### src/rtl/door_pkg.sv
// Purpose : shared state codes, counter widths and helpers for the door sequencer.
// Latency : n/a (declarations only).
// Backpressure: n/a.
package door_pkg;

   // Encodings are visible on the state output, so they are fixed explicitly.
   typedef enum logic [2:0] {
      CLOSED  = 3'd0,
      OPENING = 3'd1,
      HOLD    = 3'd2,
      CLOSING = 3'd3,
      FAULT   = 3'd4
   } door_state_t;

   // Hold and motor timers share one width; 8 bits covers any practical tick budget.
   localparam int TMR_W = 8;
   localparam int REV_W = 2;

   // Prescaler width for a divider of at least 2.
   function automatic int tick_cnt_w(input int div);
      return (div < 2) ? 1 : $clog2(div);
   endfunction

endpackage

### src/rtl/door_sequencer_if.sv
// Purpose : door sensor inputs and motor/status outputs bundled as one port.
// Latency : n/a (wiring only).
// Backpressure: none; every signal is level-sampled.
// Signals : sen/se/la/lc raw door inputs; ma/mc motor drives; state, fault, rev_cnt status.
interface door_sequencer_if;
   import door_pkg::*;

   logic             sen;
   logic             se;
   logic             la;
   logic             lc;
   logic             ma;
   logic             mc;
   logic [2:0]       state;
   logic             fault;
   logic [REV_W-1:0] rev_cnt;

   // master drives the door inputs and observes the controller
   modport master (output sen, se, la, lc,
                   input  ma, mc, state, fault, rev_cnt);

   // slave is the sequencer itself
   modport slave  (input  sen, se, la, lc,
                   output ma, mc, state, fault, rev_cnt);

endinterface

### src/rtl/door_tick_gen.sv
// Purpose : free-running prescaler producing a one-cycle timing tick every TICK_DIV clocks.
// Latency : tick asserts while the count sits at TICK_DIV-1.
// Backpressure: none; runs unconditionally.
// Ports   : clk, rst (sync, active-high) in; tick out.
module door_tick_gen
   import door_pkg::*;
#(
   parameter int TICK_DIV = 10000000
) (
   input  logic clk,
   input  logic rst,
   output logic tick
);

   localparam int             CNT_W = tick_cnt_w(TICK_DIV);
   localparam logic [CNT_W-1:0] LAST = CNT_W'(TICK_DIV - 1);

   logic [CNT_W-1:0] cnt_q;

   always_ff @(posedge clk) begin
      if (rst)                cnt_q <= '0;
      else if (cnt_q == LAST) cnt_q <= '0;
      else                    cnt_q <= cnt_q + 1'b1;
   end

   assign tick = (cnt_q == LAST);

endmodule

### src/rtl/door_sequencer.sv
// Purpose : automatic-door FSM: open, hold-open, close, reverse on obstruction, latch faults.
// Latency : 1 clk from input to ma/mc (3 clk with DOOR_SYNC_EN defined).
// Backpressure: none; inputs sampled every clk.
// Ports   : clk, rst (sync, active-high); bus (door_sequencer_if.slave) carries inputs and outputs.
// Build   : define DOOR_SYNC_EN to pass sen/se/la/lc through 2-flop synchronizers.
module door_sequencer
   import door_pkg::*;
#(
   parameter int TICK_DIV      = 10000000,
   parameter int HOLD_TICKS    = 5,
   parameter int MOTOR_TIMEOUT = 8,
   parameter int MAX_REV       = 3
) (
   input  logic              clk,
   input  logic              rst,
   door_sequencer_if.slave   bus
);

   localparam logic [TMR_W-1:0] HOLD_LD = TMR_W'(HOLD_TICKS);
   localparam logic [TMR_W-1:0] MOT_LIM = TMR_W'(MOTOR_TIMEOUT);

   logic sen_s, se_s, la_s, lc_s;

`ifdef DOOR_SYNC_EN
   logic [3:0] sync1_q, sync2_q;

   always_ff @(posedge clk) begin
      if (rst) begin
         sync1_q <= '0;
         sync2_q <= '0;
      end else begin
         sync1_q <= {bus.sen, bus.se, bus.la, bus.lc};
         sync2_q <= sync1_q;
      end
   end

   assign {sen_s, se_s, la_s, lc_s} = sync2_q;
`else
   assign {sen_s, se_s, la_s, lc_s} = {bus.sen, bus.se, bus.la, bus.lc};
`endif

   logic tick;

   door_tick_gen #(.TICK_DIV(TICK_DIV)) u_tick (
      .clk  (clk),
      .rst  (rst),
      .tick (tick)
   );

   door_state_t      state_q, state_d;
   logic [TMR_W-1:0] mot_q, mot_d, hold_q, hold_d;
   logic [REV_W-1:0] rev_q, rev_d;
   logic [TMR_W-1:0] mot_inc;
   logic             mot_expire;
   logic             reopen;

   assign mot_inc    = mot_q + 1'b1;
   assign mot_expire = tick && (mot_inc == MOT_LIM);
   assign reopen     = sen_s | se_s;

   always_ff @(posedge clk) begin
      if (rst) begin
         state_q <= CLOSED;
         mot_q   <= '0;
         hold_q  <= '0;
         rev_q   <= '0;
      end else begin
         state_q <= state_d;
         mot_q   <= mot_d;
         hold_q  <= hold_d;
         rev_q   <= rev_d;
      end
   end

   always_comb begin
      state_d = state_q;
      mot_d   = mot_q;
      hold_d  = hold_q;
      rev_d   = rev_q;

      case (state_q)
         CLOSED: begin
            if (sen_s) state_d = OPENING;
         end
         OPENING: begin
            if (la_s) begin
               state_d = HOLD;
               hold_d  = HOLD_LD;
            end else if (tick) begin
               mot_d = mot_inc;
               if (mot_expire) state_d = FAULT;
            end
         end
         HOLD: begin
            // a reload in the same cycle as expiry keeps the door open
            if (reopen) begin
               hold_d = HOLD_LD;
            end else if (tick) begin
               if (hold_q == '0) state_d = CLOSING;
               else              hold_d  = hold_q - 1'b1;
            end
         end
         CLOSING: begin
            if (lc_s) begin
               state_d = CLOSED;
               rev_d   = '0;
            end else if (mot_expire) begin
               state_d = FAULT;
            end else begin
               if (tick) mot_d = mot_inc;
               if (reopen) begin
                  if (int'(rev_q) + 1 == MAX_REV) begin
                     state_d = FAULT;
                  end else begin
                     if (rev_q != '1) rev_d = rev_q + 1'b1;
                     state_d = OPENING;
                  end
               end
            end
         end
         FAULT: begin
            state_d = FAULT;
         end
         default: begin
            state_d = FAULT;
         end
      endcase

      // both limits active is physically impossible: treat as a sensor fault
      if (state_q != FAULT && la_s && lc_s) state_d = FAULT;

      // the motor watchdog restarts on every state entry
      if (state_d != state_q) mot_d = '0;
   end

   assign bus.ma      = (state_q == OPENING);
   assign bus.mc      = (state_q == CLOSING);
   assign bus.fault   = (state_q == FAULT);
   assign bus.state   = state_q;
   assign bus.rev_cnt = rev_q;

endmodule

### src/flat_wrapper.sv
// flat-port wrapper written by rule: the top's interface ports become plain ports
module door_sequencer_flat import door_pkg::*;
#(
   parameter int TICK_DIV      = 10000000,
   parameter int HOLD_TICKS    = 5,
   parameter int MOTOR_TIMEOUT = 8,
   parameter int MAX_REV       = 3
)
  (clk, rst, bus_sen, bus_se, bus_la, bus_lc, bus_ma, bus_mc, bus_state, bus_fault, bus_rev_cnt);
  door_sequencer_if bus_i ();
  input  logic clk;
  input  logic rst;
  input wire logic [$bits(bus_i.sen)-1:0] bus_sen;
  input wire logic [$bits(bus_i.se)-1:0] bus_se;
  input wire logic [$bits(bus_i.la)-1:0] bus_la;
  input wire logic [$bits(bus_i.lc)-1:0] bus_lc;
  output wire logic [$bits(bus_i.ma)-1:0] bus_ma;
  output wire logic [$bits(bus_i.mc)-1:0] bus_mc;
  output wire logic [$bits(bus_i.state)-1:0] bus_state;
  output wire logic [$bits(bus_i.fault)-1:0] bus_fault;
  output wire logic [$bits(bus_i.rev_cnt)-1:0] bus_rev_cnt;
  assign bus_i.sen = bus_sen;
  assign bus_i.se = bus_se;
  assign bus_i.la = bus_la;
  assign bus_i.lc = bus_lc;
  assign bus_ma = bus_i.ma;
  assign bus_mc = bus_i.mc;
  assign bus_state = bus_i.state;
  assign bus_fault = bus_i.fault;
  assign bus_rev_cnt = bus_i.rev_cnt;
  door_sequencer #(.TICK_DIV(TICK_DIV), .HOLD_TICKS(HOLD_TICKS), .MOTOR_TIMEOUT(MOTOR_TIMEOUT), .MAX_REV(MAX_REV)) u_core (.clk(clk), .rst(rst), .bus(bus_i));
endmodule
### config.mk
export PLATFORM = sky130hd
export DESIGN_NAME = door_sequencer_flat
export DESIGN_NICKNAME = d
export VERILOG_FILES = /design/src/rtl/door_pkg.sv /design/src/rtl/door_sequencer_if.sv /design/src/rtl/door_tick_gen.sv /design/src/rtl/door_sequencer.sv /design/src/flat_wrapper.sv
export SDC_FILE = /design/constraint.sdc
export NUM_CORES = 1
export LEC_CHECK = 0
export ABC_AREA = 1
export BUFFER_PORTS_ARGS = -buffer_cell sky130_fd_sc_hd__buf_2
export CAP_MARGIN = 0
export CORE_ASPECT_RATIO = 1.25
export CORE_UTILIZATION = 61
export DETAILED_ROUTE_END_ITERATION = 6
export GPL_TIMING_DRIVEN = 1
export PLACE_DENSITY = 0.9
export SETUP_SLACK_MARGIN = 0.05
export SLEW_MARGIN = 20
export SYNTH_ARGS = -nofsm -noshare
export SYNTH_HDL_FRONTEND = slang
export SYNTH_HIERARCHICAL = 1
export SYNTH_SLANG_ARGS = --single-unit
### constraint.sdc
create_clock -name clk -period 2.7 [get_ports clk]
set_input_delay 0.135 -clock clk [delete_from_list [all_inputs] [get_ports clk]]
set_output_delay 0.135 -clock clk [all_outputs]
set_load 0.1 [all_outputs]
---- After elaboration in Yosys (flattened, before gate mapping) ----
Index checks and enable logic that the tools add are counted.
storage, ports and cells
  output and inout port bits .............. 8
  bits of input ports ..................... 6
  logic and storage cells ................. 71
  flip-flop bits (word level) ............. 45
operators by class
  $add $sub $neg .......................... 5
  equal/unequal tests ..................... 18
  multiplexer cells ....................... 28
  bitwise logic cells ..................... 1
  reductions and logical operators ........ 14
operators by type and width
  cell                   count
  $mux 8                 8
  $mux 3                 12
  $eq 32x3->1 const B    1
  $pmux 8 s2             2
  $add 24x1->24 const B  1
  $eq 24x24->1 const B   1
  $ne 2x2->1 const B     7
  $pmux 3 s4             1
  $mux 2                 5
  $add 8x1->8 const B    1
  $eq 8x4->1 const B     1
  $logic_not 8->1        1
  $reduce_and 4->1       2
  $reduce_bool 2->1      4
  $sub 8x1->8 const B    1
  $eq 3x2->1 const B     2
  $reduce_and 5->1       1
  $reduce_or 2->1        2
  $add 2x1->3 const B    1
  $eq 3x1->1 const B     1
  $eq 3x3->1 const B     1
  $logic_and 1x1->1      3
  $logic_not 3->1        1
  $ne 3x1->1 const B     1
  other kinds (5)        5

---- Depth between registers and ports, before layout ----
Gate-level depths: netlist (run 1).
  depth after elaboration ................. 10
  gate-level depth with buffers ........... 20
  mapped depth without buffers ............ 20

---- Cells and area by module ----
Netlist (run 1), hierarchy kept.
modules (own cells, without submodules)
  module          area each (sq um)  seq. area each (sq um)  instances  cells each
  door_tick_gen   1393.8             480.5                   1          206
  door_sequencer  1382.6             420.4                   1          211

---- Worst setup path after synthesis (run 1) ----
OpenSTA, ideal clock, no wires.
  kind .................................... flip-flop to output port
  from .................................... register u_core.state_q[2] (netlist: u_core/bus.state[2])
  to ...................................... output bus_fault
  buffers on the path ..................... 0
  data arrival time ....................... 3174 ps
  slack ................................... -609 ps
  stages on the path, launching flop included .. 3
  required time ........................... 2565 ps
  cells stage by stage .................... dfxtp_1 > inv_2 > nor3_1
on the way
  longest elaborated chain between the ends .. 1
ends and longest elaborated chain
  item                    RTL line               source
  start, declared         door_sequencer.sv:50   door_state_t state_q, state_d;
  start signal, assigned  door_sequencer.sv:68   state_q <= state_d;
  $eq 3x3->1              door_sequencer.sv:138  assign bus.fault = (state_q == FAULT);
  end, declared           flat_wrapper.sv:20     output wire logic [$bits(bus_i.fault)-1:0] bus_fault;
Every way passes these cells.

---- Worst setup path after layout (run 1) ----
  from .................................... register u_core.u_tick.cnt_q[0]
  to ...................................... register u_core.mot_q[6]
on the way
  longest elaborated chain between the ends .. 9
  elaborated cells on any way between the ends .. 20
  classes of those cells .................. eq/ne (3); mux (14); reduce/logical (3)
ends and longest elaborated chain
  item                              RTL line               source
  start, declared                   door_tick_gen.sv:18    logic [CNT_W-1:0] cnt_q;
  start signal, assigned            door_tick_gen.sv:23    else cnt_q <= cnt_q + 1'b1;
  $eq 24x24->1 *                    door_tick_gen.sv:26    assign tick = (cnt_q == LAST);
  named net u_core.tick             door_sequencer.sv:42   logic tick;
  $logic_and 1x1->1                 door_sequencer.sv:58   assign mot_expire = tick && (mot_inc == MOT_LIM);
  $mux 3                            door_sequencer.sv:91   if (mot_expire) state_d = FAULT;
  $mux 3                            door_sequencer.sv:89   end else if (tick) begin
  $mux 3                            door_sequencer.sv:86   if (la_s) begin
  $pmux 3 s4                        door_sequencer.sv:81   case (state_q)
  $mux 3                            door_sequencer.sv:130  if (state_q != FAULT && la_s && lc_s) state_d = FAULT;
  $ne 3x3->1                        door_sequencer.sv:133  if (state_d != state_q) mot_d = '0;
  $reduce_or 2->1 (no source line)  n/a
  end signal, assigned              door_sequencer.sv:69   mot_q <= mot_d;
  end, declared                     door_sequencer.sv:51   logic [TMR_W-1:0] mot_q, mot_d, hold_q, hold_d;
The timed path passes the listed nets; every way through them passes the cells marked *. The select of a mux whose other input is x is not followed.
A chain may end at the register's enable or synchronous reset.

==> metrics.md, run 1 <==
| Metric | Value |
|---|---|
| Status | complete, no violations |
| Async set-reset flop share out of synthesis | 0 |
| Clock sinks | 45 |
| Row cnt | 27 |
| Most frequent cells in the layout | nand2_1, nor2_1, inv_1 |
| CP dominant cell by count | nand2_1 |
| Most common cell after layout, fill and taps aside | nand2_1 |
| Final RePlAce weighted congestion | slightly above 0.9 |
| Slowest-stage cell, CP | dfxtp_2 |
| Area growth syn-to-layout | 8.968% |
| Synth top area share | 0.3245 |
| First-pass GRT wire length | roughly 10000 µm |
| Final net count | about 450 |
| Critical Path AT | 2560 ps |
| Die area | between 4000 and 5000 µm² |
| Seq pwr share | 0.502 |
| Worst hold margin | roughly 110 ps |
| Synth top area cells | dfxtp_1, nand2_1, nor2_1 |
| # IOs | 14 |
| Clock Latency Late Sink | about 300 ps |
| Die width | 62.34 µm |
| Fillers | between 300 and 400 |
| Initial Utilization | 0.6322 |
| Cell area after synthesis | around 2800 µm² |
| Vias in the first global route | about 2400 |
| Sw Pwr | 0.3538 mW |
| DR iter-0 viols | 200 |
| # hold bufs at CTS | 0 |
| Non-Filler Instances | between 400 and 500 |
| HPWL Detailed | roughly 4400 µm |
| Setup TNS | 0 ps |
| Layout cells sized above 1 | 0.1885 |
| Min Tclk post-route | roughly 2400 ps |
| CP Launch Type | flip-flop |
| Yosys reg bits | between 40 and 50 |
| Crit-path max FO | 8 |
| Area leader, netlist | dfxtp_1 |
| Comb power frac | 0.110 |
| MaxCap Viol Count | 0 |
| Final worst-path cycle share | 0.8746 |
| Crit path cell chain | ha_2 > nand2_1 > nor2_4 > nand2_1 > inv_1 > nand3_1 > nor2_1 > inv_1 > nor2_1 > nand3_1 > nor2_1 > nand3_2 > o21ai_1 > nand2_1 > nand2_1 > nor2_4 > nand2_4 > nor2_2 |
| Max stage delay on crit path | ~360 ps |
| Largest net degree at the start of global routing | 20 |
| Clk pin slew, worst setup/hold paths | 90 ps |
| DRC viols | 0 |
| Post-route ant nets | 0 |
| Post-synthesis sequential area ratio | 0.3245 |
| Final setup vio count | 0 |
| Post-synthesis cell count | 417 |
| DIE HEIGHT | a little under 80 µm |
| Antenna diodes | 0 |
| Antenna violations before repair | 0 |
| Hold crit path type | primary input to flip-flop |
| CTS H-tree lvls | 2 |
| Worst ir drop on vdd | 0.3308 mV |
| P_leak | 1.144 nW |
| Vias | between 2000 and 3000 |
| Internal | between 1 and 1.5 mW |
| RSZ-0062 raised after global routing | no |
| Post-DR vias/cell | approximately 5.3 |
| Worst Skew | around 14 ps |
| Syn_nets | ~430 |
| Core Region | between 4000 and 5000 µm² |
| Drt first pass iters | 4 |
| Max Fclk | 423.5 MHz |
| CTS Buffer Depth | 2 |
| Fin. max-slew vios | 0 |
| PortBufs | 13 |
| Power Density | 452.7 nW/µm² |
| Sequential cell area | between 900 and 1000 µm² |
| Ys flop type | dfxtp_1 |
| Crit-path leading delay family | simple AND/OR/NAND/NOR gates |
| Actual slew at the worst max-slew pin | about 640 ps |
| Wire per inst | 11.77 µm |
| WL final | between 5000 and 6000 µm |
| Switching share of total power | 0.2583 |
| Post-synth EDFFs | 0 |
| CTS Buf Count | 5 |
| Area of the multi-input gates | around 1600 µm² |
| Yosys warns | 6 |
| CP Class | flip-flop to flip-flop |
| Tot GR Track Use | 0.2587 |
| Clock power frac | 0.388 |
| Total gr overflow | 0 |
| Critical Path End Type | flip-flop |
| Crit path required time | ~2900 ps |
| Placed Cells | 485 |
| CP bufs+invs | 2 |
| Slew HR | 0.5694 |
| Synthesized area per cell | about 6.7 µm² |
| Final-report hold violation count | 0 |
| TritonCTS clock tree | built |
| Synth cell types | 33 |
| Root Buffer | clkbuf_8 |
cell families (layout without fill, tap and decap cells):
family,count (synthesis),in the layout,share of synthesized area
flip-flops,45,45,0.3245
adder cells (fa/ha/maj),6,6,0.02704
AO/OA/AOI/OAI,36,36,0.07255
XOR/XNOR,14,14,0.04416
buffers and inverters,66,84,0.09689
AND/OR/NAND/NOR,250,250,0.4349
metrics by stage:
stage                     setup slack (ps)    util  total power [mW]  cell area (µm²)
after floorplan                      83.73       -            0.8236             2789
after global placement               428.7  0.6595            0.8468             2897
after detailed placement             320.5  0.6595            0.8516             2897
after CTS                            297.3  0.6869             1.384             3017
after global routing                 75.71  0.6889             1.423             3025
final                                338.5  0.6889             1.370             3025
synth_stat cells (5+ instances only):
cell type,instances
nand4_1,5
a21oi_1,12
nor3_1,11
nor2_1,60
xor2_1,8
inv_1,56
inv_2,6
nand3_1,26
xnor2_1,6
nor2_2,30
ha_1,6
o21ai_1,5
nand2_1,94
o21ai_0,8
nand3_2,5
dfxtp_1,45
worst paths after layout:
| check | startpoint | end | slack, ps | cells past startpoint |
|---|---|---|---|---|
| max reg2reg | u_core/u_tick/cnt_q[0] | u_core/mot_q[6] | 340 | 18 |
| min | rst | u_core/bus.rev_cnt[1] | 110 | 2 |
| max | u_core/u_tick/cnt_q[0] | u_core/mot_q[6] | 340 | 18 |
| min reg2reg | u_core/u_tick/cnt_q[0] | u_core/u_tick/cnt_q[0] | 430 | 1 |
per-layer routing:
layer  track usage  wire (µm)  vias to the layer above
li1              -          -                     1344
met1        0.2892       2497                     1182
met2        0.4714       2933                       63
met3       0.05000        236                       12
met4        0.1140        133                        0
met5             0          0                        -
final cells by class:
type,instances,share of cell area
well taps,58,0.02399
clock buffers,6,0.02730
repair buffers,13,0.02151
inverters,63,0.07899
flip-flops and latches,45,0.2990
clock inverters,2,0.01241
multi-input cells,306,0.5368
power by group through the flow:
| stage | Combinational (mW) | Sequential [mW] | Clock [mW] |
|---|---|---|---|
| final | 0.151 | 0.687 | 0.532 |
| after global routing | 0.163 | 0.689 | 0.570 |
| after CTS | 0.150 | 0.687 | 0.547 |
| after detailed placement | 0.149 | 0.702 | 0 |
| after global placement | 0.146 | 0.701 | 0 |
| after floorplan | 0.107 | 0.716 | 0 |
what timing repair did:
item                       in CTS  in global routing
buffers inserted                0                  0
setup endpoints to repair       0                  8
resized for setup               0                  3
sequential cells by signal, indices dropped and copies added (netlist names):
name / cells
u_core/bus.rev_cnt: 2
u_core/bus.state: 3
u_core/mot_q: 8
u_core/u_tick/cnt_q: 24
u_core/hold_q: 8
worst register-to-register path: cells and delay by family (launching register included):
kind | cells | cell delay [ps]
compound gates | 1 | 190
fa+ha+maj | 1 | 210
buf+inv | 2 | 170
flops | 1 | 360
simple gates | 14 | 1340
No activity file was read; power rests on OpenSTA's default activity.
==> run 2, diff against run 1 <==
ABC_AREA = unset   (was 1)
CORE_ASPECT_RATIO = unset   (was 1.25)
CORE_UTILIZATION = 60   (was 61)
==> metrics.md, run 2 <==
| Metric | Value |
|---|---|
| TritonCTS clock tree | built |
| Syn_nets | 315 (-27%) |
| Max reg flops | 24 (unchanged) |
| Ys flop type | dfxtp_1 |
| Actual slew at the worst max-slew pin | 508.0 ps (-131.1 ps) |
| Crit path cell chain | nor4b_1 > nand4_1 > nor4_1 > nand4b_1 > nor2_1 > a21oi_1 > o21ai_4 > mux2i_1 > nor2_1 |
| Final setup vio count | 0 (unchanged) |
| Vias in the first global route | 1939 (-19%) |
| Crit path depth | 9 (-9) |
| CP dominant cell by count | nor2_1 |
| Top reg by flops | u_core/u_tick/cnt_q |
| Reg2reg start | u_core/u_tick/cnt_q[14] |
| Final RePlAce weighted congestion | 0.8473 (-7.6%) |
| Antenna violations before repair | 0 (unchanged) |
| Die area | 4392 µm² (-9.0%) |
| First-pass GRT wire length | 8645 µm (-15%) |
| Worst Setup SP | u_core/u_tick/cnt_q[14] |
| Hold crit path type | primary input to flip-flop |
| Async set-reset flop share out of synthesis | 0 (unchanged) |
| DP Area | 2590 µm² (-11%) |
| PortBufs | 13 (unchanged) |
| Power Density | 475.0 nW/µm² (+4.9%) |
| Post-CTS Setup Repair Bufs | 0 (unchanged) |
| Slowest-stage cell, CP | nor4_1 |
| Largest net degree at the start of global routing | 23 (+15%) |
| Fin. max-slew vios | 0 (unchanged) |
| Synth top cells by count | dfxtp_1, nor2_1, a21oi_1 |
| Non-Filler Instances | 365 (-26%) |
| # IOs | 14 (unchanged) |
| HP Start | rst |
| Cell area after synthesis | 2479 µm² (-11%) |
| Row cnt | 22 (-19%) |
| CTS H-tree lvls | 2 (unchanged) |
| Post-synth EDFFs | 0 (unchanged) |
| Die width | 66.28 µm (+6.3%) |
| Sequential cell area | 900.9 µm² (-0.41%) |
| Max stage delay on crit path | 400 ps (+40 ps) |
| Finished Core Util | 0.7101 (+0.02126) |
| Placed Cells | 357 (-26%) |
| Worst reg-to-reg path cell count | 9 (-9) |
| HPWL Detailed | 3586 µm (-19%) |
| Final-report hold violation count | 0 (unchanged) |
| # hold bufs at CTS | 0 (unchanged) |
| Post-route ant nets | 0 (unchanged) |
| Synth top area share | 0.3635 (+0.03898) |
| Critical Path End Type | flip-flop |
| RSZ-0062 raised after global routing | no |
| FF-to-FF setup slack | 320 ps (about the same) |
| Crit-path leading delay family | simple AND/OR/NAND/NOR gates |
| Max Fclk | 421.0 MHz (-0.59%) |
| Area growth syn-to-layout | 8.834% |
| Setup TNS | 0 ps (unchanged) |
| Total gr overflow | 0 (unchanged) |
| Status | complete, no violations |
| Cell with the most instances after synthesis | dfxtp_1 |
| Core Region | 3799 µm² (-14%) |
| CTS Buffer Depth | 2 (unchanged) |
| Vias | 2187 (-16%) |
| Crit-path max FO | 14 (+6) |
| Post-DR vias/cell | 5.992 (+14%) |
| Clk pin slew, worst setup/hold paths | 90 ps (about the same) |
| Worst Skew | 8.510 ps (-5.718 ps) |
| CP Launch Type | flip-flop |
| Most frequent cells in the layout | dfxtp_1, nor2_1, a21oi_1 |
| Fillers | 287 (-27%) |
| Clock sinks | 45 (unchanged) |
| CP bufs+invs | 0 (-2) |
| MaxCap Viol Count | 0 (unchanged) |
| Wire per inst | 14.13 µm (+20%) |
| CP Class | flip-flop to flip-flop |
| Antenna diodes | 0 (unchanged) |
| Synth top area cells | dfxtp_1, nor2_1, a21oi_1 |
| DRC viols | 0 (unchanged) |
| Tot GR Track Use | 0.2568 (-0.001948) |
| Synth cell types | 50 (+52%) |
| Crit path required time | 2890 ps (about the same) |
| Area leader, netlist | dfxtp_1 |
| Most common cell after layout, fill and taps aside | dfxtp_1 |
| DR iter-0 viols | 171 (-14%) |
| Yosys warns | 6 (unchanged) |
| Post-synthesis cell count | 303 (-27%) |
| Synthesized area per cell | 8.180 µm² (+23%) |
| R2R Path End | u_core/mot_q[1] |
| Post-synthesis sequential area ratio | 0.3635 (+0.03898) |
| Post-place setup slack | 236.9 ps (-83.51 ps) |
| Critical Path AT | 2570 ps (about the same) |
| Post-route cell area | 2698 µm² (-11%) |
| Drt first pass iters | 4 (unchanged) |
| Final worst-path cycle share | 0.8798 (+0.005221) |
| Area of the multi-input gates | 1496 µm² (-7.9%) |
| Worst hold margin | 154.3 ps (+44.34 ps) |
| Regs by FF count | u_core/u_tick/cnt_q x24, u_core/hold_q x8, u_core/mot_q x8 |
| Setup ws final | 324.4 ps (-14.10 ps) |
| WL final | 5156 µm (-11%) |
| Yosys reg bits | 45 (unchanged) |
| Layout cells sized above 1 | 0.1325 (-0.05601) |
| Worst ir drop on vdd | 0.4214 mV (+27%) |
| DIE HEIGHT | 66.28 µm (-14%) |
| Final net count | 328 (-26%) |
| CTS Buf Count | 5 (unchanged) |
| P_leak | 0.9322 nW (-19%) |
| Root Buffer | clkbuf_8 |
| Worst Setup EP | u_core/mot_q[1] |
| Design Power | 1.281 mW (-6.4%) |
| Slew HR | 0.6609 (+0.09145) |
| Clock Latency Late Sink | 310 ps (about the same) |
| Min Tclk post-route | 2376 ps (+14.10 ps) |
| Initial Utilization | 0.6525 (+0.02031) |
run 2: power by group:
| part | switching [mW] | total [mW] | internal (mW) |
|---|---|---|---|
| sequential | 0.0189 | 0.694 | 0.675 |
| clock | 0.243 | 0.455 | 0.212 |
| combinational | 0.0884 | 0.132 | 0.0437 |
run 2: logic make-up after synthesis:
logic type                 synth area share
and+or+nand+nor                      0.3190
AOI/OAI and AO/OA                    0.1610
DFF                                  0.3635
buffers and inverters               0.04240
xor gates and xnor gates            0.06714
adders and majority gates           0.03029
muxes                               0.01666
run 2: layer usage:
layer | vias to the layer above | GRT usage | wire length (µm)
met5 | - | 0 | 0
met3 | 13 | 0.04828 | 171
met1 | 1014 | 0.3383 | 2429
met4 | 0 | 0.1090 | 101
met2 | 44 | 0.4069 | 2453
li1 | 1116 | - | -
run 2: layout make-up:
type / instances / share of cell area
multi-input cells: 236 / 0.5547
flip-flops and latches: 45 / 0.3340
repair buffers: 18 / 0.03803
clock buffers: 6 / 0.03061
well taps: 48 / 0.02226
inverters: 10 / 0.01391
clock inverters: 2 / 0.006493
run 2: what timing repair did:
action                     CTS  global route
resized for setup            0             1
hold endpoints to repair     0             0
setup endpoints to repair    0             8
run 2: how the worst min path moves through the flow:
stage | end | slack, ps | depth (start not counted)
floorplan | u_core/u_tick/cnt_q[6] | 200 | 1
finish | u_core/hold_q[1] | 150 | 2
CTS | u_core/hold_q[0] | 160 | 2
global route | u_core/hold_q[0] | 150 | 2
global placement | u_core/u_tick/cnt_q[0] | 430 | 1
detailed placement | u_core/u_tick/cnt_q[0] | 440 | 1
run 2: worst reg2reg max path: stages, from the launching register on:
cell	delay [ps]
dfxtp_1	380
nor4b_1	300
nand4_1	180
nor4_1	400
nand4b_1	170
nor2_1	120
a21oi_1	100
o21ai_4	310
mux2i_1	250
nor2_1	50
